<file path="config.mk">
export PLATFORM = sky130hd
export DESIGN_NAME = song_sequencer_ctrl
export DESIGN_NICKNAME = d
export VERILOG_FILES = /design/src/rtl/song_sequencer_ctrl.sv
export SDC_FILE = /design/constraint.sdc
export NUM_CORES = 1
export LEC_CHECK = 0
export CORE_ASPECT_RATIO = 1.75
export CORE_MARGIN = 2
export CORE_UTILIZATION = 31
export DETAILED_ROUTE_END_ITERATION = 8
export SLEW_MARGIN = 20
export SYNTH_ARGS = -nofsm -noshare
export SYNTH_HDL_FRONTEND = slang
export SYNTH_SLANG_ARGS = --single-unit
</file>
<file path="constraint.sdc">
create_clock -name clk -period 2.03 [get_ports clk]
set_input_delay 0.3045 -clock clk [delete_from_list [all_inputs] [get_ports clk]]
set_output_delay 0.3045 -clock clk [all_outputs]
set_load 0.01 [all_outputs]
</file>
<file path="src/rtl/song_sequencer_ctrl.sv">
// Autoplay controller: walks a note table in an external ROM, presents each note to the
// tone generator for its programmed beats, inserts an articulation gap, then fetches the next.
module song_sequencer_ctrl #(
  parameter int ADDR_W      = 8,
  parameter int NOTE_W      = 5,
  parameter int DUR_W       = 4,
  parameter int TICK_CYCLES = 250000,
  parameter int GAP_BEATS   = 1
) (
  input  logic                    clk,
  input  logic                    rst,
  input  logic                    start,
  input  logic                    stop,
  input  logic                    pause,
  input  logic [ADDR_W-1:0]       song_base,
  output logic                    rom_req,
  output logic [ADDR_W-1:0]       rom_addr,
  input  logic                    rom_ack,
  input  logic [NOTE_W+DUR_W-1:0] rom_data,
  output logic [NOTE_W-1:0]       note,
  output logic                    note_en,
  output logic                    busy,
  output logic                    done,
  output logic [1:0]              dbg_state
);

  localparam int TICK_W = (TICK_CYCLES <= 2) ? 1 : $clog2(TICK_CYCLES);
  localparam int GAP_W  = (GAP_BEATS < 2) ? 1 : $clog2(GAP_BEATS + 1);
  localparam logic [TICK_W-1:0] TICK_LAST = TICK_W'(TICK_CYCLES - 1);
  localparam logic [GAP_W-1:0]  GAP_INIT  = GAP_W'(GAP_BEATS);

  typedef enum logic [1:0] {
    S_IDLE  = 2'd0,
    S_FETCH = 2'd1,
    S_PLAY  = 2'd2,
    S_GAP   = 2'd3
  } state_t;

  state_t              state_q, state_d;
  logic [ADDR_W-1:0]   addr_q, addr_d;
  logic [NOTE_W-1:0]   note_q, note_d;
  logic                note_en_q, note_en_d;
  logic                req_q, req_d;
  logic                done_q, done_d;
  logic [TICK_W-1:0]   tick_q, tick_d;
  logic [DUR_W-1:0]    beats_q, beats_d;
  logic [GAP_W-1:0]    gap_q, gap_d;

  logic [NOTE_W-1:0]   rd_note;
  logic [DUR_W-1:0]    rd_dur;
  logic                tick_wrap;

  assign rd_note   = rom_data[NOTE_W+DUR_W-1:DUR_W];
  assign rd_dur    = rom_data[DUR_W-1:0];
  assign tick_wrap = (tick_q == TICK_LAST);

  // Handshake: rom_req stays high with rom_addr stable from entry into FETCH until a
  // one-cycle rom_ack is seen; rom_ack in any other state is ignored.
  always_comb begin
    state_d = state_q;
    addr_d  = addr_q;
    note_d  = note_q;
    tick_d  = tick_q;
    beats_d = beats_q;
    gap_d   = gap_q;
    done_d  = 1'b0;

    if (stop) begin
      state_d = S_IDLE;
      note_d  = '0;
    end else begin
      case (state_q)
        S_IDLE: begin
          if (start) begin
            addr_d  = song_base;
            state_d = S_FETCH;
          end
        end
        S_FETCH: begin
          if (rom_ack) begin
            if (rd_dur == '0) begin
              state_d = S_IDLE;
              done_d  = 1'b1;
              note_d  = '0;
            end else begin
              note_d  = rd_note;
              beats_d = rd_dur;
              tick_d  = '0;
              state_d = S_PLAY;
            end
          end
        end
        S_PLAY: begin
          // Pause freezes the count so release resumes with no lost or extra cycles.
          if (!pause) begin
            if (tick_wrap) begin
              tick_d  = '0;
              beats_d = beats_q - DUR_W'(1);
              if (beats_q == DUR_W'(1)) begin
                if (GAP_BEATS == 0) begin
                  addr_d  = addr_q + ADDR_W'(1);
                  state_d = S_FETCH;
                end else begin
                  gap_d   = GAP_INIT;
                  state_d = S_GAP;
                end
              end
            end else begin
              tick_d = tick_q + TICK_W'(1);
            end
          end
        end
        S_GAP: begin
          if (!pause) begin
            if (tick_wrap) begin
              tick_d = '0;
              gap_d  = gap_q - GAP_W'(1);
              if (gap_q == GAP_W'(1)) begin
                addr_d  = addr_q + ADDR_W'(1);
                state_d = S_FETCH;
              end
            end else begin
              tick_d = tick_q + TICK_W'(1);
            end
          end
        end
        default: state_d = S_IDLE;
      endcase
    end

    // Registered outputs are derived from the next state so they align with it.
    req_d     = (state_d == S_FETCH);
    note_en_d = (state_d == S_PLAY) && (note_d != '0) && !pause;
  end

  always_ff @(posedge clk) begin
    if (rst) begin
      state_q   <= S_IDLE;
      addr_q    <= '0;
      note_q    <= '0;
      note_en_q <= 1'b0;
      req_q     <= 1'b0;
      done_q    <= 1'b0;
      tick_q    <= '0;
      beats_q   <= '0;
      gap_q     <= '0;
    end else begin
      state_q   <= state_d;
      addr_q    <= addr_d;
      note_q    <= note_d;
      note_en_q <= note_en_d;
      req_q     <= req_d;
      done_q    <= done_d;
      tick_q    <= tick_d;
      beats_q   <= beats_d;
      gap_q     <= gap_d;
    end
  end

  assign rom_req   = req_q;
  assign rom_addr  = addr_q;
  assign note      = note_q;
  assign note_en   = note_en_q;
  assign done      = done_q;
  assign busy      = (state_q != S_IDLE);
  assign dbg_state = state_q;

endmodule

</file>
# Word-level counts from Yosys, hierarchy flattened
# Cells that the tools add are included.
classes:
  n_bitwise: 3
  n_mux: 37
  n_eq_ne: 17
  addsub: 4
  reduce_logical: 17
op_table:
  columns: ["op", "n"]
  rows:
  - ["2-to-1 mux 18 bit", 4]
  - ["one-hot mux 18 bit (2 select lines)", 1]
  - ["2-to-1 mux 8 bit", 4]
  - ["2-to-1 mux 2 bit", 10]
  - ["2-to-1 mux 5 bit", 4]
  - ["!= test 2 bit (second input constant)", 10]
  - ["adder 18 x 1 -> 18 bit (second input constant)", 1]
  - ["equality test 18 bit (second input constant)", 1]
  - ["2-to-1 mux 4 bit", 4]
  - ["one-hot mux 8 bit (2 select lines)", 1]
  - ["AND reduction 6 bit", 2]
  - ["nonzero test 2 bit", 5]
  - ["adder 8 x 1 -> 8 bit (second input constant)", 1]
  - ["one-hot mux 2 bit (4 select lines)", 1]
  - ["one-hot mux 4 bit (2 select lines)", 1]
  - ["AND reduction 7 bit", 1]
  - ["equality test 2 bit (second input constant)", 3]
  - ["2-to-1 mux 1 bit", 6]
  - ["AND reduction 5 bit", 1]
  - ["nonzero test 5 bit", 1]
  - ["equality test 2 x 1 -> 1 bit (second input constant)", 2]
  - ["equality test 4 x 1 -> 1 bit (second input constant)", 1]
  - ["zero test 4 bit", 1]
  - ["OR reduction 4 bit", 1]
  - ["8 further kinds", 11]
totals:
  inputBits: 23
  out_inout_bits: 19
  wordCells: 87
  register_bits: 41

# Depth between registers and ports, before layout
# Gate-level depths: netlist of the first run.
depth:
  word_depth: 9
  ltp_mapped: 9
  ltp_nobuf: 7

# Worst setup path after synthesis of the first run
# OpenSTA, ideal clock, no wires.
synth_path:
  path_kind: "reg2reg"
  from: "register tick_q[10]"
  to: "register tick_q[10]"
  setup_time_ns: 0.117
  stages_incl_launch_ff: 8
  required_time_ns: 1.913
  period_less_slack_ns: 2.139
  n_path_buf: 2
  arrival_ns: 2.022
  setup_slack_ns: -0.109
  path_cell_list: "dfxtp_1 or4b_1 or4_1 buf_6 o22ai_1 a21o_1 buf_2 nor2_1"
synth_between:
  elab_chain_cells: 4
  word_cells_on_any_way: 5
  classes_between: "1 x add/sub; 1 x eq/ne; 3 x mux"
synth_rtl:
  columns: ["item", "line", "rtl"]
  rows:
  - ["start: declaration", "45", "logic [TICK_W-1:0] tick_q, tick_d;"]
  - ["start signal: assignment", "154", "tick_q <= tick_d;"]
  - ["adder 18 x 1 -> 18 bit / equality test 18 bit (equally long branches)", "109, 123, 55", null]
  - ["2-to-1 mux 18 bit (*)", "96, 115", null]
  - ["2-to-1 mux 18 bit (*)", "95", "if (!pause) begin"]
  - ["one-hot mux 18 bit (2 select lines) (*)", "72", "case (state_q)"]
# Mark *: on every way between the ends. The rest lies on a longest branch, timed or not. The select of a mux whose other input is x is not followed.
# A chain may end at the register's enable or synchronous reset.

# Worst setup path in the final report of the first run
layout_path:
  from: "register tick_q[10]"
  to: "register beats_q[1]"
layout_between:
  elab_chain_cells: 3
layout_rtl:
  columns: ["item", "line", "rtl"]
  rows:
  - ["equality test 18 bit", "55", "assign tick_wrap = (tick_q == TICK_LAST);"]
  - ["!= test 2 bit (no source line)", null, null]
  - ["AND reduction 6 bit (no source line)", null, null]
  - ["end signal: assignment", "155", "beats_q <= beats_d;"]
  - ["end: declaration", "46", "logic [DUR_W-1:0] beats_q, beats_d;"]
# Every way passes these cells.

==> results of run 1 <==
-- repair_timing --
| item | in CTS | in global routing |
|---|---|---|
| setup endpoints to repair | 31 | 32 |
| gates resized for setup | 7 | 21 |
| buffers inserted | 0 | 2 |
| pin swaps | 20 | 12 |
| endpoints found under the hold margin | 0 | 0 |
| hold buffers | 0 | 0 |
-- worst max-delay path, delay by kind of cell (launching register included) --
| family | cells | cell delay [ns] |
|---|---|---|
| buf+inv | 1 | 0.15 |
| compound gates | 1 | 0.08 |
| mux | 1 | 0.17 |
| flops | 1 | 0.32 |
| simple gates | 3 | 1.31 |
-- layout make-up --
class,count,area (sq um)
clock buffer,5,125
tap,88,110
multi-input combinational,238,1550
timing repair buffer,86,788
clock inverter,2,35.0
fill,761,4080
sequential,41,826
inverter,13,48.8
-- stage by stage --
| stage | instances | instance area, sq um |
|---|---|---|
| finish | 473 | 3490 |
| global route | 473 | 3490 |
| CTS | 472 | 3400 |
| detailed placement | 465 | 3220 |
| global placement | 465 | 3220 |
| floorplan | 307 | 2430 |
-- state kept, by name (all words and copies together), names as in the netlist --
register / cells
gap_q: 1
done: 1
note: 5
rom_addr: 8
tick_q: 18
dbg_state: 2
beats_q: 4
rom_req: 1
note_en: 1
-- power groups by stage --
stage	registers, mW	clock network, mW	logic, mW
6_report	0.841	0.884	0.281
4_1_cts	0.841	0.919	0.278
3_5_place_dp	0.858	0	0.276
3_3_place_gp	0.858	0	0.274
5_1_grt	0.844	0.951	0.307
2_1_floorplan	0.863	0	0.118
-- metal layers --
layer	up-vias	wire length [um]	GRT usage
met1	1222	2670	0.166
met2	69	4230	0.355
li1	1285	-	-
met4	0	382	0.120
met5	-	0	0
met3	27	213	0.0316
-- cell usage in the layout, fill, tap and decap left out, types with 7 or more instances in the layout --
cell type / synthesis / routed
buf_4: 0 / 39
dfxtp_1: 41 / 37
clkdlybuf4s50_1: 0 / 36
nand2_1: 30 / 30
nand3_1: 28 / 27
nor2_1: 27 / 27
a21oi_1: 26 / 24
inv_1: 13 / 13
nand4_1: 8 / 8
nor3_1: 8 / 8
ha_1: 9 / 8
or4_1: 8 / 7
o21ai_1: 0 / 7
o21ai_0: 14 / 7
a31oi_1: 7 / 7
xor2_1: 7 / 7
-- how the worst max path moves through the flow --
stage | end | slack [ns] | cells past startpoint
final | beats_q[1]$_SDFFE_PP0P_ | -0.10 | 6
after detailed placement | tick_q[17]$_SDFFE_PP0P_ | -0.37 | 6
after CTS | rom_addr[0]$_SDFFE_PP0P_ | -0.17 | 6
after global routing | gap_q$_SDFFE_PP0P_ | -0.17 | 6
after global placement | tick_q[17]$_SDFFE_PP0P_ | -0.36 | 6
after floorplan | rom_addr[1]$_SDFFE_PP0P_ | -0.08 | 6
-- cell families (layout without fill, tap and decap cells) --
family / count (synthesis) / after routing
adder cells (fa/ha/maj): 9 / 9
multiplexers: 2 / 2
AND/OR/NAND/NOR: 136 / 136
AO/OA/AOI/OAI: 78 / 78
flip-flops: 41 / 41
buffers and inverters: 28 / 106
XOR/XNOR: 13 / 13
==> summary.md, run 1 <==
| Metric | Value |
|---|---|
| Core Area | `between 7000 and 8000 sq um` |
| Ys async rst share | `0` |
| Total vias in the final route | `approximately 2600` |
| Drt first pass iters | `4` |
| Worst-skew pair later-pin latency | `between 0.2 and 0.3 ns` |
| I/O pin total | `42` |
| Worst Setup SP | `tick_q[10]$_SDFFE_PP0P_` |
| Worst rel slew slack | `0.765` |
| Setup slack, reg-to-reg | `-0.10 ns` |
| Vias in the first global route | `2704` |
| Max-cap violations | `0` |
| Top cell type's share of synthesized area | `0.339` |
| Crit-path max FO | `6` |
| HP Start | `note[1]$_SDFF_PP0_` |
| Mean Syn Cell Area | `7.89 sq um` |
| Seq cells post-synth | `41` |
| CP Data Arrival Time | `between 2 and 2.5 ns` |
| Most frequent cells after synthesis | `41 x dfxtp_1, 30 x nand2_1, 28 x nand3_1` |
| Hold slack | `0.467 ns` |
| Final HPWL DP | `5830 um` |
| Crit-path slowest cell | `or4b_4` |
| LEAKAGE | `1.30 nW` |
| # diodes | `0` |
| R2r endpoint | `beats_q[1]$_SDFFE_PP0P_` |
| Hold Path End | `note[1]$_SDFF_PP0_` |
| Clock Power Share | `0.441` |
| Synth area leader | `dfxtp_1` |
| Post-Synth XOR/XNOR Area | `0.0470` |
| Area contributors post-synth | `dfxtp_1 34%, nand3_1 5.8%, a21oi_1 5.4%` |
| Reg power frac | `0.419` |
| Largest net degree at the start of global routing | `20` |
| Post-Syn Area | `between 2000 and 2500 sq um` |
| Vias/cell | `between 5 and 6` |
| Setup Crit Path Kind | `flop to flop` |
| DR DRC count | `0` |
| Failing checks | `setup timing` |
| Die ar. | `8560 sq um` |
| Worst R2R Path Depth | `6` |
| Clock Skews | `between 0.004 and 0.005 ns` |
| DIE WIDTH | `about 70 um` |
| Synthesized instance count | `307` |
| First-pass GRT wire length | `about 12000 um` |
| Layout Nets | `417` |
| Clk slew on worst S/H paths | `roughly 0.060 ns` |
| Slew of the pin with the lowest slew margin | `between 0.3 and 0.4 ns` |
| CTS buffer count | `5` |
| EDFF count, synth | `0` |
| Switching Share | `0.234` |
| Fraction of layout cells with a size suffix above 1 | `0.192` |
| WL per Instance | `15.8 um` |
| Clock Sinks | `roughly 40` |
| Global route overflow | `0` |
| Main synth FF type | `dfxtp_1` |
| Max stage delay on crit path | `~0.54 ns` |
| Synth Warn # | `0` |
| Die Ht | `between 100 and 150 um` |
| Port Buffers | `slightly above 40` |
| Post-Synth Adder-Cell Area | `0.0465` |
| RR Startpoint | `tick_q[10]$_SDFFE_PP0P_` |
| CP Cell Sequence | `or4b_4, or4_4, nor3_4, buf_6, mux2i_1, a21oi_1` |
| Final wirelength | `7490 um` |
| RSZ-0062 raised after global routing | `yes` |
| Cell Rows | `between 40 and 50` |
| Hold Fails Final Rpt | `0` |
| Minimum clock period | `approximately 2.1 ns` |
| CP required | `around 2.2 ns` |
| Most numerous cell in the Yosys netlist | `dfxtp_1` |
| Final worst-path cycle share | `1.05` |
| CTS tree | `built` |
| Final setup viols | `29` |
| Setup crit start kind | `flop` |
| Initial DRC Count | `88` |
| Gpl congestion | `between 0.8 and 0.9` |
| Critical path capture point type | `flop` |
| Fin Setup TNS | `-2.14 ns` |
| Fmax | `469 MHz` |
| Post-Synth Simple-Gate Area | `0.291` |
| Hold Crit Depth | `2` |
| Post-synthesis compound-gate area fraction | `0.221` |
| Seq/Total Area, Yosys | `0.339` |
| Mux share of post-synthesis cell area | `0.00826` |
| Final core occ | `0.461` |
| Comb pwr share | `0.140` |
| Largest family of logic cells by synthesized area | `simple AND/OR/NAND/NOR gates` |
| Initial antenna violation count | `0` |
| Int Pwr | `about 1.5 mW` |
| Outcome | `finished with violations` |
| Total Power | `approximately 2 mW` |
| Net Switching | `around 470 uW` |
| Hold WC Path Type | `flop to flop` |
| Slew Limit Fails | `0` |
| Htree depth | `2` |
| CTS max path bufs | `2` |
| GRT Util Overall | `0.183` |
| Post-synthesis cell type count | `50` |
| Mapped Nets | `339` |
| Cell at the root of the clock tree | `clkbuf_16` |
| Starting Density | `0.320` |
| Pwr dens | `576 nW/um^2` |
| Setup ws final | `-0.103 ns` |
| Max VDD drop | `~0.34 mV` |
| Place WS | `-0.369 ns` |
| Final ANT Viol Nets | `0` |
| Area Growth Syn to Fin | `43.9%` |
(Power assumes the default switching activity.)
==> run 2: changes to the inputs <==
Settings changed: CORE_MARGIN 2 to not set, SLEW_MARGIN 20 to not set.
==> run 2 against run 1 <==
The flow still finishes with violations (setup timing). Core utilization is 0.066 points lower. Worst hold slack better by 0.0034 ns. Critical path depth stayed put. Clock skew is 0.0026 ns higher. Global-route usage is 1.2 points higher. Cell area is 0.14% lower. Clock-buffer cell count is 3 higher. Combinational power hardly changed. Die area is 4.4% lower. Final cell count is 1.9% higher.
==> summary.md, run 2 (same netlist as run 1, synthesis figures left out) <==
| Metric | Value |
|---|---|
| Outcome | `finished with violations` |
| Failing checks | `setup timing` |
| Final instance area | `3480 sq um` |
| Slew Limit Fails | `0` |
| CP Data Arrival Time | `2.35 ns` |
| First-pass GRT wire length | `11900 um` |
| Cell Rows | `42` |
| Vias/cell | `5.49` |
| Worst rel slew slack | `0.721` |
| Area after DPL | `3270 sq um` |
| Largest net degree at the start of global routing | `20` |
| Initial antenna violation count | `0` |
| Place WS | `-0.344 ns` |
| Htree depth | `2` |
| DIE WIDTH | `roughly 69 um` |
| DR DRC count | `0` |
| WL per Instance | `roughly 15 um` |
| Clk slew on worst S/H paths | `roughly 0.060 ns` |
| Hold Fails Final Rpt | `0` |
| Total vias in the final route | `approximately 2600` |
| Clock Skews | `0.00700 ns` |
| Final worst-path cycle share | `1.07` |
| Final HPWL DP | `5760 um` |
| Critical path capture point type | `flop` |
| Clock Sinks | `41` |
| Most frequent cells in the layout | `51 x buf_4, 37 x dfxtp_1, 36 x clkdlybuf4s50_1` |
| Worst-skew pair later-pin latency | `0.29 ns` |
| Initial DRC Count | `between 80 and 90` |
| Area Growth Syn to Fin | `43.7%` |
| Minimum clock period | `roughly 2.2 ns` |
| CTS tree | `built` |
| Gpl congestion | `~0.83` |
| Drt first pass iters | `4` |
| Pwr dens | `between 500 and 600 nW/um^2` |
| Starting Density | `0.320` |
| Final setup viols | `31` |
| Setup crit start kind | `flop` |
| Crit-path max FO | `5` |
| Max-cap violations | `0` |
| Commonest non-fill, non-tap cell in the layout | `buf_4` |
| Top reg by flops | `tick_q` |
| GRT Util Overall | `0.195` |
| Final ANT Viol Nets | `0` |
| Core Area | `7570 sq um` |
| Setup Crit Path Kind | `flop to flop` |
| Final wirelength | `around 7400 um` |
| Vias in the first global route | `2689` |
| Die ar. | `approximately 8000 sq um` |
| Fmax | `approximately 460 MHz` |
| CTS max path bufs | `2` |
| Final non-filler cell total | `482` |
| Max VDD drop | `about 0.35 mV` |
| Layout Nets | `~430` |
| Fraction of layout cells with a size suffix above 1 | `0.195` |
| CP required | `around 2.2 ns` |
| Setup ws final | `-0.138 ns` |
| DP Cell Count | `~470` |
| Cell at the root of the clock tree | `clkbuf_16` |
| Hold WC Path Type | `flop to flop` |
| Largest register FFs | `18` |
| RSZ-0062 raised after global routing | `yes` |
| CTS buffer count | `5` |
| Hold Buf Count CTS | `0` |
| # diodes | `0` |
| LEAKAGE | `approximately 1.3 nW` |
| Slew of the pin with the lowest slew margin | `0.419 ns` |
| Global route overflow | `0` |
| Die Ht | `119 um` |
| Port Buffers | `roughly 40` |
| I/O pin total | `42` |
## run 2: stage by stage
stage                     hold WS [ns]  total power [mW]  setup TNS [ns]  utilization
final                            0.470              1.90           -2.45        0.460
after detailed placement         0.465              1.14           -6.76        0.432
after CTS                        0.474              1.91           -3.32        0.452
after global placement           0.461              1.13           -6.16        0.432
after floorplan                  0.456             0.981          -0.723            -
after global routing             0.497              1.97           -4.19        0.460
## run 2: report_power, final
part	internal (mW)	switching (mW)
combinational	0.146	0.138
sequential	0.823	0.0180
clock	0.458	0.313
## run 2: worst paths after layout
path | from | endpoint | slack (ns) | cells after the start
max | tick_q[10]$_SDFFE_PP0P_ | beats_q[1]$_SDFFE_PP0P_ | -0.14 | 6
min reg2reg | note[0]$_SDFF_PP0_ | note[0]$_SDFF_PP0_ | 0.47 | 2
max reg2reg | tick_q[10]$_SDFFE_PP0P_ | beats_q[1]$_SDFFE_PP0P_ | -0.14 | 6
min | note[0]$_SDFF_PP0_ | note[0]$_SDFF_PP0_ | 0.47 | 2
## run 2: cell type report
| class | count | area (sq um) |
|---|---|---|
| Clock buffer | 8 | 136 |
| Fill cell | 791 | 4090 |
| Inverter | 13 | 48.8 |
| Multi-Input combinational cell | 238 | 1540 |
| Sequential cell | 41 | 826 |
| Tap cell | 88 | 110 |
| Timing Repair Buffer | 94 | 821 |
## run 2: what timing repair did
action	4_1_cts	5_1_grt
resized for setup	8	13
buffers inserted	0	2
endpoints found under the setup margin	32	34
pin swaps	17	13
## run 2: metal layers
metal | up-vias | share of wire | track usage
met1 | 1253 | 0.34 | 0.166
met3 | 25 | 0.030 | 0.0335
met2 | 65 | 0.58 | 0.384
li1 | 1304 | - | -
met5 | - | 0 | 0
met4 | 0 | 0.047 | 0.114
## run 2: worst max-delay path: stages, from the launching register on
cell,delay [ns]
dfxtp_2,0.32
or4b_4,0.56
or4_4,0.50
nor3_4,0.27
buf_6,0.15
mux2i_1,0.17
a21oi_1,0.08
